File: config.mk
export PLATFORM = sky130hd
export DESIGN_NAME = instr_fetch_sequencer
export DESIGN_NICKNAME = d
export VERILOG_FILES = /design/src/rtl/instr_fetch_sequencer.sv
export SDC_FILE = /design/constraint.sdc
export NUM_CORES = 1
export LEC_CHECK = 0
export ABC_AREA = 1
export CORE_MARGIN = 2
export CORE_UTILIZATION = 45
export CTS_CLUSTER_DIAMETER = 80
export CTS_CLUSTER_SIZE = 25
export DETAILED_ROUTE_END_ITERATION = 8
export PLACE_DENSITY = 0.86
export SLEW_MARGIN = 20
export SYNTH_ARGS = -nofsm -noshare
export SYNTH_HDL_FRONTEND = slang
export SYNTH_SLANG_ARGS = --single-unit
File: constraint.sdc
create_clock -name clock -period 2.7 [get_ports clock]
set_clock_uncertainty 0.1 [all_clocks]
set_input_delay 0.27 -clock clock [delete_from_list [all_inputs] [get_ports clock]]
set_output_delay 0.27 -clock clock [all_outputs]
set_load 0.01 [all_outputs]
File: src/rtl/instr_fetch_sequencer.sv
// Instruction fetch sequencer: drives the PC register's next value, fetches over req/ack, hands off over valid/ready.
// Define FETCH_PERF_COUNT_EN to add the 32-bit fetch_count handshake counter output.
module instr_fetch_sequencer #(
  parameter int WIDTH   = 16,
  parameter int PC_STEP = 1
) (
  input  logic             clock,
  input  logic             reset,
  input  logic [WIDTH-1:0] pc_current,
  output logic [WIDTH-1:0] pc_next,
  output logic             mem_req,
  output logic [WIDTH-1:0] mem_addr,
  input  logic             mem_ack,
  input  logic [WIDTH-1:0] mem_rdata,
  output logic [WIDTH-1:0] instr,
  output logic             instr_valid,
  input  logic             instr_ready,
  input  logic             branch_valid,
  input  logic [WIDTH-1:0] branch_target,
  input  logic             stall
`ifdef FETCH_PERF_COUNT_EN
  ,
  output logic [31:0]      fetch_count
`endif
);

  typedef enum logic [2:0] {IDLE, REQ, WAIT, HOLD, DRAIN} state_t;

  localparam logic [WIDTH-1:0] STEP = WIDTH'(PC_STEP);

  state_t           state_reg;
  logic             mem_req_reg;
  logic             instr_valid_reg;
  logic [WIDTH-1:0] instr_reg;
  logic [WIDTH-1:0] addr_reg;
  logic             in_fetch;
  logic             fetch_done;
  logic             handshake;

  assign in_fetch    = (state_reg == REQ) || (state_reg == WAIT);
  assign fetch_done  = in_fetch && mem_ack;
  assign handshake   = instr_valid_reg && instr_ready;
  assign mem_req     = mem_req_reg;
  assign instr_valid = instr_valid_reg;
  assign instr       = instr_reg;
  // The first request cycle addresses the live PC; later cycles replay the captured address,
  // which keeps DRAIN pointing at the old fetch even after a branch has moved the PC.
  assign mem_addr    = (state_reg == REQ) ? pc_current : addr_reg;

  always_comb begin
    pc_next = pc_current;
    if (reset)
      pc_next = '0;
    else if (branch_valid)
      pc_next = branch_target;
    else if (fetch_done)
      pc_next = pc_current + STEP;
  end

  always_ff @(posedge clock) begin
    if (reset) begin
      state_reg       <= IDLE;
      mem_req_reg     <= 1'b0;
      instr_valid_reg <= 1'b0;
      instr_reg       <= '0;
      addr_reg        <= '0;
    end else begin
      case (state_reg)
        IDLE: begin
          if (!branch_valid && !stall) begin
            state_reg   <= REQ;
            mem_req_reg <= 1'b1;
          end
        end
        REQ, WAIT: begin
          if (state_reg == REQ)
            addr_reg <= pc_current;
          if (mem_ack) begin
            mem_req_reg <= 1'b0;
            if (branch_valid) begin
              state_reg <= IDLE;
            end else begin
              instr_reg       <= mem_rdata;
              instr_valid_reg <= 1'b1;
              state_reg       <= HOLD;
            end
          end else begin
            state_reg <= branch_valid ? DRAIN : WAIT;
          end
        end
        HOLD: begin
          if (branch_valid) begin
            instr_valid_reg <= 1'b0;
            state_reg       <= IDLE;
          end else if (instr_ready) begin
            instr_valid_reg <= 1'b0;
            if (!stall) begin
              state_reg   <= REQ;
              mem_req_reg <= 1'b1;
            end else begin
              state_reg <= IDLE;
            end
          end
        end
        DRAIN: begin
          // A retired request ends the drain even if a new branch arrives with the ack.
          if (mem_ack) begin
            state_reg   <= IDLE;
            mem_req_reg <= 1'b0;
          end
        end
        default: begin
          state_reg   <= IDLE;
          mem_req_reg <= 1'b0;
        end
      endcase
    end
  end

`ifdef FETCH_PERF_COUNT_EN
  logic [31:0] fetch_count_reg;

  always_ff @(posedge clock) begin
    if (reset)
      fetch_count_reg <= '0;
    else if (handshake)
      fetch_count_reg <= fetch_count_reg + 32'd1;
  end

  assign fetch_count = fetch_count_reg;
`endif

endmodule

After elaboration in Yosys (flattened, before gate mapping)

Index checks and enable logic that the tools add are counted.

Add/sub/neg operators: 1
Bitwise logic cells: 1
Mux-type cells: 24
Reduce and logical (&&, ||, !) cells: 13
Eq/ne operators: 13

Operator list:

| kind                                           | number |
|---|---|
| 2-to-1 mux 16 bit                              | 4 |
| 2-to-1 mux 3 bit                               | 6 |
| adder 16 x 1 -> 16 bit (second input constant) | 1 |
| != test 2 bit (second input constant)          | 7 |
| case mux 3 bit (4 select lines)                | 1 |
| 2-to-1 mux 1 bit                               | 10 |
| == test 3 x 2 -> 1 bit (second input constant) | 2 |
| AND reduction 3 bit                            | 2 |
| AND reduction 5 bit                            | 1 |
| AND reduction 4 bit                            | 1 |
| == test 3 x 1 -> 1 bit (second input constant) | 1 |
| == test 3 bit (second input constant)          | 1 |
| zero test 3 bit                                | 1 |
| != test 3 bit (second input constant)          | 1 |
| case mux 1 bit (3 select lines)                | 1 |
| OR reduction 3 bit                             | 1 |
| logical AND 1 bit                              | 2 |
| zero test 1 bit                                | 2 |
| 2-to-1 mux 2 bit                               | 1 |
| != test 2 x 1 -> 1 bit (second input constant) | 1 |
| case mux 1 bit (2 select lines)                | 1 |
| nonzero test 2 bit                             | 1 |
| OR reduction 2 bit                             | 1 |
| logical OR 1 bit                               | 1 |
| NOT 1 bit                                      | 1 |

Register bits: 37
Word-level logic and storage cells: 57

Longest topological paths before layout

Depth in word-level cells: 6
Mapped depth: 10
Mapped depth without buffers: 10

Worst setup path after synthesis

OpenSTA, ideal clock, no wires.

Kind: input to output
Start: input pc_current[0]
End: output pc_next[14]
Buffers on the path: 0
Data arrival time: 1.164 ns
Data required time: 2.330 ns
Cell stages on the path: 9
Slack: 1.166 ns
Path through: ha_1 > nand3_2 > nor2_1 > nand2_1 > nor2_4 > nand3_1 > nand3_1 > nand2_1 > inv_1

Word-level cells in the longest chain between the ends: 4

RTL lines:

| element                | RTL line | RTL |
|---|---|---|
| start: declaration     | 9        | `input logic [WIDTH-1:0] pc_current,` |
| adder 16 x 1 -> 16 bit | 57       | `pc_next = pc_current + STEP;` |
| 2-to-1 mux 16 bit      | 56       | `else if (fetch_done)` |
| 2-to-1 mux 16 bit      | 54       | `else if (branch_valid)` |
| 2-to-1 mux 16 bit      | 52       | `if (reset)` |
| end: declaration       | 10       | `output logic [WIDTH-1:0] pc_next,` |

No other way between the ends.

Worst setup path after layout

Start: input pc_current[6]
End: output pc_next[11]

Same word-level chain as after synthesis.

==> results.json <==
{
  "p_int_w": 0.00119,
  "relSlewSlack_pct": 76.3,
  "critPathLaunchType": "input port",
  "grt_pass1_wl_um": 10600,
  "io_buffers": 103,
  "p_switching_w": 0.000585,
  "tns_ns": 0,
  "ir_drop_mv": 0.292,
  "synth_top_area_share_pct": 32.4,
  "finalHoldViolations": 0,
  "leakage_nw": 1.72,
  "io_pins": 104,
  "ctsHoldBuffers": 0,
  "tightest_slew_ns": 0.356,
  "post-route-min-period_ns": 2.55,
  "drt-total-wl_um": 6540,
  "drc_errors": 0,
  "die_y_um": 75.3,
  "synth_area_um2": 2290,
  "core_area_um2": 4820,
  "grt_max_degree": 33,
  "pwr-share-seq_pct": 35.8,
  "cp-end-kind": "output port",
  "gp_congestion": 0.832,
  "dieArea_um2": 5670,
  "synth.avg_cell_area_um2": 6.05,
  "clock_latency_ns": 0.29,
  "setup_viol": 0,
  "pwr-share-clk_pct": 22.1,
  "post-route-period-util_pct": 94.6,
  "mappedNetlistNets": 433,
  "crit_arrival_ns": 2.18,
  "gr-usage-all-layers_pct": 24.0,
  "ctsHtreeMaxLevel": 2,
  "cp_max_fo": 5,
  "dpl.hpwl_um": 4970,
  "tritoncts": "done",
  "finalNetCount": 539,
  "p_per_area_nw_per_um2": 503,
  "drt_iter0_markers": 152,
  "fill_cells": 429,
  "comb_power_share_pct": 42.1,
  "die_w_um": 75.3,
  "drtPass1Iterations": 4,
  "rsz0062_at_grt": "no",
  "status": "finished clean",
  "yosys.area.top_type": "dfxtp_1",
  "drive_above_1_share_pct": 7.64,
  "syn_inst": 378,
  "area_growth_pct": 54.5,
  "slew_viol_final": 0,
  "final_common_cell": "clkdlybuf4s50_1",
  "yosysWarnings": 0,
  "hold_class": "input port to flop",
  "most-common-layout-cells": "clkdlybuf4s50_1 (97), nor2_1 (79), nand2_1 (71), inv_1 (63), o21ai_0 (46)",
  "synth_area_leaders": "dfxtp_1 (32%), nor2_1 (13%), nand2_1 (12%)",
  "seq_area_frac_synth_pct": 32.4,
  "cts.sink_count": 37,
  "clk_path_buf_depth": 2,
  "cts_inserted_buffers": 5,
  "maxCapViolations": 0,
  "synthDistinctLibCells": 29,
  "yosys_register_bits": 37,
  "wire_per_inst_um": 11.9,
  "cts.reportedPaths.clkPinSlew_ns": 0.07,
  "vias_per_cell": 4.89,
  "ant_nets": 0,
  "row_count": 25,
  "max_freq_ghz": 0.392,
  "first_global_vias": 2526,
  "antenna_found_initial": 0,
  "vias": 2695,
  "start_util_pct": 47.5,
  "cts_root_buffer": "clkbuf_8",
  "swShare_pct": 32.9,
  "grt-ovfl-total": 0,
  "path_class": "input port to output port",
  "finish.utilization_pct": 73.4,
  "insertedDiodeCount": 0,
  "critPathRequiredTime_ns": 2.33
}
[final timing paths]
path | startpoint | to | slack, ns | depth (start not counted)
setup / recovery | pc_current[6] | pc_next[11] | 0.15 | 10
setup reg to reg | state_reg[2]$_SDFFE_PP0P_ | state_reg[0]$_SDFFE_PP0P_ | 1.12 | 7
hold reg to reg | mem_req$_SDFFE_PP0P_ | mem_req$_SDFFE_PP0P_ | 0.37 | 2
hold / removal | pc_current[1] | addr_reg[1]$_SDFFE_PP0N_ | 0.29 | 3
[per-layer routing]
metal	vias to the layer above	global-route usage, %	part of all wire, %	wire length, um
met5	-	0	0	0
met4	0	8.38	1.1	73
met3	7	9.26	10	680
met2	94	40.7	48	3110
met1	1216	27.6	41	2670
li1	1378	-	-	-
[final cells by class]
| class | instances | area (um^2) | area share [%] |
|---|---|---|---|
| multi-input cells | 261 | 1230 | 34.9 |
| repair buffers | 114 | 1140 | 32.4 |
| flip-flops and latches | 37 | 741 | 21.0 |
| inverters | 65 | 244 | 6.90 |
| clock buffers | 7 | 86.3 | 2.44 |
| well taps | 67 | 83.8 | 2.37 |
[cell usage after synthesis]
| cell | number |
|---|---|
| a31oi_1 | 2 |
| nand4_1 | 1 |
| nor2_2 | 2 |
| a21oi_1 | 10 |
| nand3_1 | 22 |
| nand3_2 | 1 |
| a21oi_2 | 1 |
| o211ai_1 | 1 |
| o21ai_1 | 1 |
| nand2_1 | 71 |
| nor3_1 | 6 |
| dfxtp_1 | 37 |
| nand4_4 | 1 |
| nor2_1 | 82 |
| nand2_2 | 2 |
| inv_1 | 63 |
| nor2_4 | 4 |
| xor2_1 | 2 |
| inv_2 | 2 |
| nand3b_1 | 2 |
| o21ai_0 | 46 |
| buf_4 | 1 |
| nor3_4 | 1 |
| buf_6 | 3 |
| clkbuf_1 | 6 |
| and2_1 | 1 |
| ha_1 | 1 |
| buf_2 | 5 |
| nand2_4 | 1 |
[power by group through the flow]
stage | registers (W) | clock network, W | logic (W)
floorplan | 0.000656 | 0 | 0.000365
detailed placement | 0.000649 | 0 | 0.000745
CTS | 0.000637 | 0.000403 | 0.000751
finish | 0.000637 | 0.000394 | 0.000748
global route | 0.000644 | 0.000419 | 0.000837
global placement | 0.000646 | 0 | 0.000730
[worst max-delay path: stages]
cell	delay [ns]
clkdlybuf4s50_1	0.56
nand2_1	0.09
nor2_2	0.14
nand2_1	0.12
nor2_4	0.14
nand3_1	0.10
nand3_1	0.12
nand2_1	0.06
inv_1	0.05
clkdlybuf4s50_1	0.53
[cells by family after synthesis]
kind of cell | after synthesis | synth area share (%)
simple gates | 197 | 38.1
buf+inv | 80 | 14.5
compound gates | 61 | 13.7
flops | 37 | 32.4
xor+xnor | 2 | 0.766
fa+ha+maj | 1 | 0.547
[timing repair]
item                       4_1_cts  5_1_grt
setup endpoints to repair        0       11
gates resized for setup          0       13
buffers inserted                 0        1
[metrics by stage]
stage               total power [W]  hold slack (ns)  worst slack, ns  instance area (um^2)  std cells
finish                      0.00178            0.294            0.146                  3530        551
global route                0.00190            0.363           0.0165                  3530        551
CTS                         0.00179            0.373          0.00555                  3490        550
detailed placement          0.00139            0.363          0.00770                  3400        543
global placement            0.00138            0.352           0.0817                  3400        543
floorplan                   0.00102            0.305             1.17                  2290        378
Power figures use the tool's default switching activity.
